===== src/rtl/jtdd_video_pkg.sv =====
// jtdd_video_pkg: DD raster timing defaults shared by the video timer and its users.
package jtdd_video_pkg;

    localparam int DD_HTOTAL   = 384;
    localparam int DD_HB_START = 256;
    localparam int DD_VSTART   = 8;
    localparam int DD_VLAST    = 255;
    localparam int DD_VB_START = 248;
    localparam int DD_PHASES   = 6;

endpackage


===== src/rtl/jtdd_vtimer_if.sv =====
// jtdd_vtimer_if: video timing and interrupt signals between the raster timer and its consumers.
interface jtdd_vtimer_if
    import jtdd_video_pkg::*;
#(
    parameter int HW     = 9,
    parameter int VW     = 8,
    parameter int PHASES = DD_PHASES
);
    logic              pxl_cen;
    logic              flip;
    logic [HW-2:0]     hpos;
    logic [VW-1:0]     vpos;
    logic [HW-1:0]     hn_raw;
    logic [VW-1:0]     vn_raw;
    logic              HBL;
    logic              VBL;
    logic              HS;
    logic              VS;
    logic [PHASES-1:0] M;
    logic [7:0]        frame;
    logic              vbl_irq;
    logic              irq_ack;
    logic [VW-1:0]     lirq_line;
    logic              lirq;

    modport master (
        input  pxl_cen, flip, irq_ack, lirq_line,
        output hpos, vpos, hn_raw, vn_raw, HBL, VBL, HS, VS, M, frame, vbl_irq, lirq
    );

    modport slave (
        output pxl_cen, flip, irq_ack, lirq_line,
        input  hpos, vpos, hn_raw, vn_raw, HBL, VBL, HS, VS, M, frame, vbl_irq, lirq
    );
endinterface


===== src/rtl/jtdd_vtimer_irq.sv =====
// jtdd_vtimer_irq: level interrupt latch; a set in the same clk as an ack keeps the request.
module jtdd_vtimer_irq (
    input  logic clk,
    input  logic rst,
    input  logic set,
    input  logic ack,
    output logic q
);
    always_ff @(posedge clk) begin
        if (!rst)     q <= 1'b0;
        else if (set) q <= 1'b1;
        else if (ack) q <= 1'b0;
    end
endmodule


===== src/rtl/jtdd_vtimer.sv =====
// jtdd_vtimer: parametrised raster timing generator (counters, blanking, sync, bus phases, IRQs).
// Define JTDD_VTIMER_LIRQ_EN to build the line-compare interrupt.
module jtdd_vtimer
    import jtdd_video_pkg::*;
#(
    parameter int HW       = 9,
    parameter int VW       = 8,
    parameter int HTOTAL   = DD_HTOTAL,
    parameter int HB_START = DD_HB_START,
    parameter int HS_START = 320,
    parameter int HS_LEN   = 32,
    parameter int VSTART   = DD_VSTART,
    parameter int VLAST    = DD_VLAST,
    parameter int VB_START = DD_VB_START,
    parameter int VS_START = 252,
    parameter int VS_LEN   = 3,
    parameter int PHASES   = DD_PHASES
) (
    input  logic          clk,
    input  logic          rst,
    jtdd_vtimer_if.master bus
);
    if (HB_START >= HTOTAL) begin : g_chk_hb
        $error("jtdd_vtimer: HB_START must be below HTOTAL");
    end
    if (VSTART > VLAST) begin : g_chk_v
        $error("jtdd_vtimer: VSTART must not exceed VLAST");
    end
    if (HS_START + HS_LEN > HTOTAL) begin : g_chk_hs
        $error("jtdd_vtimer: HS pulse runs past the end of the line");
    end

    localparam logic [HW-1:0] H_LAST  = HW'(HTOTAL - 1);
    localparam logic [HW-1:0] H_BLK   = HW'(HB_START);
    localparam logic [HW:0]   H_SYN0  = (HW+1)'(HS_START);
    localparam logic [HW:0]   H_SYN1  = (HW+1)'(HS_START + HS_LEN);
    localparam logic [VW-1:0] V_FIRST = VW'(VSTART);
    localparam logic [VW-1:0] V_LAST  = VW'(VLAST);
    localparam logic [VW-1:0] V_BLK   = VW'(VB_START);
    localparam logic [VW-1:0] V_SYN   = VW'(VS_START);
    localparam logic [VW-1:0] VS_CNT  = VW'(VS_LEN - 1);

    logic [HW-1:0]     hn, hn_nx;
    logic [VW-1:0]     vn, vn_nx, vs_left, vpos;
    logic              line_end, frame_end;
    logic              hbl, vbl, hs, vs, hs_nx;
    logic [PHASES-1:0] m, m_nx;
    logic [7:0]        frame;
    logic              vbl_set;

    always_comb begin
        line_end  = (hn == H_LAST);
        frame_end = line_end && (vn == V_LAST);
        hn_nx     = line_end ? '0 : hn + 1'b1;
        vn_nx     = vn;
        if (line_end) vn_nx = (vn == V_LAST) ? V_FIRST : vn + 1'b1;
        hs_nx     = ({1'b0, hn_nx} >= H_SYN0) && ({1'b0, hn_nx} < H_SYN1);
        vbl_set   = bus.pxl_cen && line_end && (vn_nx == V_BLK);
        // Bus phase k is active on the odd pixel 2k+1 of the upcoming position.
        m_nx      = '0;
        for (int k = 0; k < PHASES; k++)
            m_nx[k] = hn_nx[0] && (hn_nx[HW-1:1] == (HW-1)'(k));
    end

    always_ff @(posedge clk) begin
        if (!rst) begin
            hn      <= '0;
            vn      <= V_BLK;
            hbl     <= 1'b0;
            vbl     <= 1'b1;
            hs      <= 1'b0;
            vs      <= 1'b0;
            vs_left <= '0;
            m       <= '0;
            frame   <= '0;
        end else if (bus.pxl_cen) begin
            hn <= hn_nx;
            vn <= vn_nx;
            hs <= hs_nx;
            m  <= m_nx;
            if (hn_nx == H_BLK) hbl <= 1'b1;
            else if (line_end)  hbl <= 1'b0;
            if (line_end) begin
                if (vn_nx == V_BLK)  vbl <= 1'b1;
                else if (frame_end) vbl <= 0;
                if (frame_end) frame <= frame + 8'd1;
                // VS counts whole lines so it can straddle the VLAST->VSTART wrap.
                if (vn_nx == V_SYN) begin
                    vs      <= 1'b1;
                    vs_left <= VS_CNT;
                end else if (vs_left != '0) begin
                    vs_left <= vs_left - 1'b1;
                end else begin
                    vs <= 1'b0;
                end
            end
        end
    end

    always_ff @(posedge clk) vpos <= vn ^ {VW{bus.flip}};

    jtdd_vtimer_irq u_vbl_irq (
        .clk (clk),
        .rst (rst),
        .set (vbl_set),
        .ack (bus.irq_ack),
        .q   (bus.vbl_irq)
    );

`ifdef JTDD_VTIMER_LIRQ_EN
    logic lirq_set;
    assign lirq_set = bus.pxl_cen && (hn_nx == H_BLK) && (vn == bus.lirq_line);

    jtdd_vtimer_irq u_line_irq (
        .clk (clk),
        .rst (rst),
        .set (lirq_set),
        .ack (bus.irq_ack),
        .q   (bus.lirq)
    );
`else
    logic unused_lirq_line;
    assign unused_lirq_line = ^bus.lirq_line;
    assign bus.lirq         = 1'b0;
`endif

    assign bus.hpos   = hn[HW-2:0] ^ {(HW-1){bus.flip}};
    assign bus.vpos   = vpos;
    assign bus.hn_raw = hn;
    assign bus.vn_raw = vn;
    assign bus.HBL    = hbl;
    assign bus.VBL    = vbl;
    assign bus.HS     = hs;
    assign bus.VS     = vs;
    assign bus.M      = m;
    assign bus.frame  = frame;
endmodule


===== src/flat_wrapper.sv =====
// flat-port wrapper written by rule: the top's interface ports become plain ports
module jtdd_vtimer_flat import jtdd_video_pkg::*;
#(
    parameter int HW       = 9,
    parameter int VW       = 8,
    parameter int HTOTAL   = DD_HTOTAL,
    parameter int HB_START = DD_HB_START,
    parameter int HS_START = 320,
    parameter int HS_LEN   = 32,
    parameter int VSTART   = DD_VSTART,
    parameter int VLAST    = DD_VLAST,
    parameter int VB_START = DD_VB_START,
    parameter int VS_START = 252,
    parameter int VS_LEN   = 3,
    parameter int PHASES   = DD_PHASES
)
  (clk, rst, bus_pxl_cen, bus_flip, bus_irq_ack, bus_lirq_line, bus_hpos, bus_vpos, bus_hn_raw, bus_vn_raw, bus_HBL, bus_VBL, bus_HS, bus_VS, bus_M, bus_frame, bus_vbl_irq, bus_lirq);
  jtdd_vtimer_if #(.HW(HW), .VW(VW), .PHASES(PHASES)) bus_i ();
  input  logic clk;
  input  logic rst;
  input wire logic [$bits(bus_i.pxl_cen)-1:0] bus_pxl_cen;
  input wire logic [$bits(bus_i.flip)-1:0] bus_flip;
  input wire logic [$bits(bus_i.irq_ack)-1:0] bus_irq_ack;
  input wire logic [$bits(bus_i.lirq_line)-1:0] bus_lirq_line;
  output wire logic [$bits(bus_i.hpos)-1:0] bus_hpos;
  output wire logic [$bits(bus_i.vpos)-1:0] bus_vpos;
  output wire logic [$bits(bus_i.hn_raw)-1:0] bus_hn_raw;
  output wire logic [$bits(bus_i.vn_raw)-1:0] bus_vn_raw;
  output wire logic [$bits(bus_i.HBL)-1:0] bus_HBL;
  output wire logic [$bits(bus_i.VBL)-1:0] bus_VBL;
  output wire logic [$bits(bus_i.HS)-1:0] bus_HS;
  output wire logic [$bits(bus_i.VS)-1:0] bus_VS;
  output wire logic [$bits(bus_i.M)-1:0] bus_M;
  output wire logic [$bits(bus_i.frame)-1:0] bus_frame;
  output wire logic [$bits(bus_i.vbl_irq)-1:0] bus_vbl_irq;
  output wire logic [$bits(bus_i.lirq)-1:0] bus_lirq;
  assign bus_i.pxl_cen = bus_pxl_cen;
  assign bus_i.flip = bus_flip;
  assign bus_i.irq_ack = bus_irq_ack;
  assign bus_i.lirq_line = bus_lirq_line;
  assign bus_hpos = bus_i.hpos;
  assign bus_vpos = bus_i.vpos;
  assign bus_hn_raw = bus_i.hn_raw;
  assign bus_vn_raw = bus_i.vn_raw;
  assign bus_HBL = bus_i.HBL;
  assign bus_VBL = bus_i.VBL;
  assign bus_HS = bus_i.HS;
  assign bus_VS = bus_i.VS;
  assign bus_M = bus_i.M;
  assign bus_frame = bus_i.frame;
  assign bus_vbl_irq = bus_i.vbl_irq;
  assign bus_lirq = bus_i.lirq;
  jtdd_vtimer #(.HW(HW), .VW(VW), .HTOTAL(HTOTAL), .HB_START(HB_START), .HS_START(HS_START), .HS_LEN(HS_LEN), .VSTART(VSTART), .VLAST(VLAST), .VB_START(VB_START), .VS_START(VS_START), .VS_LEN(VS_LEN), .PHASES(PHASES)) u_core (.clk(clk), .rst(rst), .bus(bus_i));
endmodule

===== config.mk =====
export PLATFORM = sky130hd
export DESIGN_NAME = jtdd_vtimer_flat
export DESIGN_NICKNAME = d
export VERILOG_FILES = /design/src/rtl/jtdd_video_pkg.sv /design/src/rtl/jtdd_vtimer_if.sv /design/src/rtl/jtdd_vtimer_irq.sv /design/src/rtl/jtdd_vtimer.sv /design/src/flat_wrapper.sv
export SDC_FILE = /design/constraint.sdc
export NUM_CORES = 1
export LEC_CHECK = 0
export BUFFER_PORTS_ARGS = -buffer_cell sky130_fd_sc_hd__buf_2
export CELL_PAD_IN_SITES_DETAIL_PLACEMENT = 1
export CELL_PAD_IN_SITES_GLOBAL_PLACEMENT = 1
export CORE_UTILIZATION = 27
export CTS_CLUSTER_SIZE = 8
export DETAILED_ROUTE_END_ITERATION = 7
export GPL_ROUTABILITY_DRIVEN = 0
export GPL_TIMING_DRIVEN = 0
export PLACE_DENSITY = 0.57
export SLEW_MARGIN = 25
export SYNTH_ARGS = -nofsm -noshare
export SYNTH_HDL_FRONTEND = slang
export SYNTH_SLANG_ARGS = --single-unit

===== constraint.sdc =====
create_clock -name clk -period 2.2 [get_ports clk]
set_clock_uncertainty 0.1 [all_clocks]
set_input_delay 0.11 -clock clk [delete_from_list [all_inputs] [get_ports clk]]
set_output_delay 0.11 -clock clk [all_outputs]
set_load 0.02 [all_outputs]

# --- Word level (Yosys, flattened, before mapping) ---
# Cells that the tools add are included.
classes:
  n_bitwise: 2
  n_lt_le_gt_ge: 2
  mul: 0
  reduce_logical: 21
  shifts: 0
  n_mux: 13
  n_eq_ne: 11
  n_div: 0
  n_addsub: 4
ops:
  columns: ["cell", "n"]
  rows:
  - ["2-to-1 mux 8 bit", 4]
  - ["== test 8 bit, second input constant", 3]
  - ["== test 9 bit, second input constant", 2]
  - ["adder 8 x 1 -> 8 bit, second input constant", 2]
  - ["== test 8 x 2 -> 1 bit, second input constant", 2]
  - ["== test 8 x 3 -> 1 bit, second input constant", 2]
  - ["XOR 8 bit", 2]
  - ["AND reduction 3 bit", 4]
  - ["logical AND 1 bit", 10]
  - ["adder 9 x 1 -> 9 bit, second input constant", 1]
  - ["greater-or-equal comparator 9 bit, second input constant", 1]
  - ["< comparator 9 bit, second input constant", 1]
  - ["2-to-1 mux 9 bit", 1]
  - ["== test 8 x 1 -> 1 bit, second input constant", 1]
  - ["logical NOT 8 bit", 1]
  - ["2-to-1 mux 1 bit", 8]
  - ["nonzero test 2 bit", 4]
  - ["nonzero test 8 bit", 1]
  - ["subtractor 8 x 1 -> 8 bit, second input constant", 1]
  - ["inequality test 2 x 1 -> 1 bit, second input constant", 1]
  - ["AND reduction 2 bit", 1]
word_totals:
  n_memories: 0
  latch_bits: 0
  reg_bits: 52
  word_cells: 64
  ram_bits: 0
  in_bits: 13
  romBits: 0

# --- Depth between registers and ports, before layout ---
depth:
  ltp_word: 6
  depth_mapped: 9
  mapped_depth_nobuf: 6

# --- By module ---
# A second synthesis with hierarchy kept.
unflattened:
  hier_cells: 319
  area_unflattened_um2: 2772.7
modules_own_cells:
  columns: ["mod", "seq_area_each_um2", "cells_per_inst", "area_per_inst_um2", "n_inst"]
  rows:
  - ["jtdd_vtimer", 1021.0, 316, 2731.4, 1]
  - ["jtdd_vtimer_irq", 20.0, 3, 41.3, 1]

# --- Worst setup path before layout ---
# Ideal clock, no wire load.
synth_path:
  path_type: "flip-flop to flip-flop"
  startpoint: "reg u_core.hn[1] (netlist: u_core.bus.hn_raw[1])"
  endpoint: "reg u_core.vs_left[0]"
  arrival_time_ps: 2281
  slack_ps: -314
  setup_time_ps: 132
  synth_period_minus_slack_ps: 2514
  stages_incl_launch_ff: 9
  path_cell_list: "dfxtp_1 -> ha_1 -> buf_2 -> nand4_1 -> or3_1 -> buf_2 -> or3_4 -> o41ai_4 -> nor2_1"
synth_between:
  elab_chain_len: 5
synth_rtl:
  columns: ["item", "line", "source"]
  rows:
  - ["from (decl)", "jtdd_vtimer.sv:43", "logic [HW-1:0] hn, hn_nx;"]
  - ["from (signal assigned)", "jtdd_vtimer.sv:77", "hn <= hn_nx;"]
  - ["== test 9 bit (*)", "jtdd_vtimer.sv:52", "line_end = (hn == H_LAST);"]
  - ["2-to-1 mux 8 bit", "jtdd_vtimer.sv:56", "if (line_end) vn_nx = (vn == V_LAST) ? V_FIRST : vn + 1'b1;"]
  - ["== test 8 bit", "jtdd_vtimer.sv:88", "if (vn_nx == V_SYN) begin"]
  - ["nonzero test 2 bit (no line)", null, null]
  - ["AND reduction 3 bit (no line)", null, null]
  - ["to (signal assigned)", "jtdd_vtimer.sv:92", "vs_left <= vs_left - 1'b1;"]
  - ["to (decl)", "jtdd_vtimer.sv:44", "logic [VW-1:0] vn, vn_nx, vs_left, vpos;"]
# Mark *: on every way between the ends. The rest lies on a longest branch, timed or not.
# A chain may end at the register's enable or synchronous reset.

# --- Final worst setup path ---
layout_path:
  startpoint: "reg u_core.hn[1] (netlist: u_core.bus.hn_raw[1])"
  endpoint: "reg u_core.vs_left[4]"
# Same word-level chain as after synthesis.

==> results.ini <==
[sta]
drv_slew = 0
setup-tns-final_ps = 0
hold_viol_final = 0
fin_crit_ps = 2120
setup_slack_ps = 78.6
setup_viol = 0
max_freq_ghz = 0.471
fin_crit_sh_pct = 96.4
tightestPinTransition_ps = 649
slew_headroom_pct = 56.7

[final_layout]
n_antenna_cell = 0
drive_gt1_share_pct = 32.3
design_area_um2 = 3490
fill_cells = 1199
final_cells = 508
area_delta_synth_final_pct = 29.1
nets = 392

[global_routing]
met1_usage_pct = 20.4
antenna_found_initial = 0
track_usage_pct = 15.5
grt_start_max_net_pins = 16
grt_first_pass_wirelength_mm = 12.5
grt_util_met3_pct = 2.67
grtUsageMet2_pct = 25.4
grt_pass1_vias = 2376
gr-total-overflow = 0
busiest_layer = met2

[worst_hold_path]
hold_path.class = input port to flip-flop
hold_path_depth = 2

[clock_network]
clock_path_buffers = 2
clk_pin_slew_ps = 100
cts_tree = done
cts.sinks = 52
cts_made_buffers = 5
cts_root_buf = clkbuf_8
htree_levels = 2
clk_latency_ps = 310

[drt]
drcViolationCount = 0
via_count = 2447
drt-pass1-iter-count = 4
ant_nets = 0
wl_per_cell_um = 15.5
dr.first_iter.drc_count = 48
viasPerCell = 4.82
wl_mm = 7.86

[yosys]
yosysWarnings = 0
syn_area_um2 = 2710
ys_types = 53
yosysMostFrequentCell = dfxtp_1
syn_nets = 322
avgSynthCellArea_um2 = 8.90
ys.flop_type = dfxtp_1
synth-async-reset-ratio_pct = 0
synthTopCellsByArea = dfxtp_1, xor2_1, nand3_1
synth_seq_cells = 52
synth_commonest_cells = dfxtp_1, xor2_1, nand2_1
ys_seq_area_share_pct = 38.5
synth-edff-count = 0
yosysTopAreaCell = dfxtp_1
synth_top_area_share_pct = 38.5
synth_cells = 304

[placed_design]
dp_hpwl_mm = 5.64
io_buffers = 54
preCtsSetupSlack_ps = -459
place_inst = 491
dpl_cell_area_um2 = 3170

[worst_setup_path]
worst_setup_path_end_kind = flip-flop
critPathMaxFanout = 7
rr_worst_depth = 8
cp.arrival_ps = 2230
cp.required_ps = 2310
worstPathCellList = ha_4 -> buf_4 -> and4_4 -> a41oi_1 -> a31o_4 -> o41ai_4 -> buf_6 -> a21oi_1
slowest_stage = dfxtp_4
worst_setup_path_start_kind = flip-flop
critPathMaxStageDelay_ps = 370
worst-setup-path-type = flip-flop to flip-flop

[die]
start_util_pct = 27.8
coreArea_um2 = 9730
dieHeight_um = 102
ios = 66
die_width_um = 102
rows = 36
die-area_um2 = 10400

[power]
power_density_nw_per_um2 = 498
p_leak_nw = 1.49
power_mw = 1.74
vdd_drop_max_v = 0.000195

[run]
max-cap-violations = 0

[status]
status = completed

[state kept, by name (all words and copies together), names as in the netlist]
signal and count:
u_core.bus.HBL 1, u_core.bus.HS 1, u_core.bus.M 6, u_core.bus.VBL 1, u_core.bus.VS 1, u_core.bus.frame 8
u_core.bus.hn_raw 9, u_core.bus.vn_raw 8, u_core.bus.vpos 8, u_core.u_vbl_irq.q 1, u_core.vs_left 8
[cell usage in the layout, fill, tap and decap left out, drive strengths merged, types with 7 or more instances in the layout]
cell | synthesis | final
buf | 8 | 75
dfxtp | 52 | 52
xor2 | 31 | 31
nand2 | 21 | 21
nand3 | 21 | 21
clkbuf | 16 | 19
nor2 | 15 | 15
nand4 | 11 | 11
xnor2 | 11 | 11
nor3 | 11 | 11
and2 | 10 | 10
nor2b | 9 | 9
o21ai | 7 | 7
[repair_timing]
item | 4_1_cts | 5_1_grt
hold endpoints to repair | 1 | 0
pin swaps | 6 | 3
setup endpoints to repair | 25 | 28
setup buffers | 8 | 8
hold buffers | 1 | 0
gates resized for setup | 16 | 20
gates cloned | 0 | 0
[critical path: cells and delay by family (launching register included)]
family	cells	cell delay [ps]
AOI/OAI and AO/OA	4	860
adders and majority gates	1	140
buffers and inverters	2	280
DFF	1	370
and+or+nand+nor	1	250
[metal layers]
layer / vias up / part of all wire (%)
met1: 1178 / 48
met3: 11 / 2.9
li1: 1216 / -
met5: - / 0
met4: 0 / 2.1
met2: 42 / 47
[metrics by stage]
stage	util [%]	hold slack, ps
after floorplan	-	198
after global placement	32.6	301
after detailed placement	32.6	295
after CTS	34.8	115
after global routing	35.9	141
final	35.9	121
[report_power, final]
group	switching, mW	internal, mW	leakage [nW]
sequential	0.00625	0.953	0.429
clock	0.331	0.288	0.0515
combinational	0.104	0.0584	1.01
[path summary, 6_finish.rpt]
| check | to | slack [ps] | start |
|---|---|---|---|
| worst min-delay path | u_core.bus.vpos[7]$_DFF_P_ | 120 | bus_flip |
| worst max-delay path | u_core.vs_left[4]$_SDFFE_PN0P_ | 80 | u_core.bus.hn_raw[1]$_SDFFE_PN0P_ |
| worst max register to register | u_core.vs_left[4]$_SDFFE_PN0P_ | 80 | u_core.bus.hn_raw[1]$_SDFFE_PN0P_ |
| worst min register to register | u_core.bus.VBL$_SDFFE_PN1P_ | 380 | u_core.bus.VBL$_SDFFE_PN1P_ |
[layout make-up]
type                            count  area (um2)  share of cell area, %
Inverter                            5        18.8                  0.537
Multi-Input combinational cell    223        1630                   46.8
Tap cell                          133         166                   4.76
Buffer                             16        96.3                   2.76
Timing Repair Buffer               71         417                   11.9
Sequential cell                    52        1060                   30.4
Clock buffer                        8         100                   2.86
[logic make-up (layout without fill, tap and decap cells)]
group | count (synthesis) | count (layout) | share of synthesized area [%]
simple gates | 127 | 127 | 26.9
compound gates | 45 | 45 | 12.6
fa+ha+maj | 5 | 5 | 2.31
buf+inv | 29 | 100 | 4.90
other cells | 1 | 1 | 0.139
mux | 3 | 3 | 1.16
xor+xnor | 42 | 42 | 13.6
flops | 52 | 52 | 38.5
No activity file was read; power rests on OpenSTA's default activity.
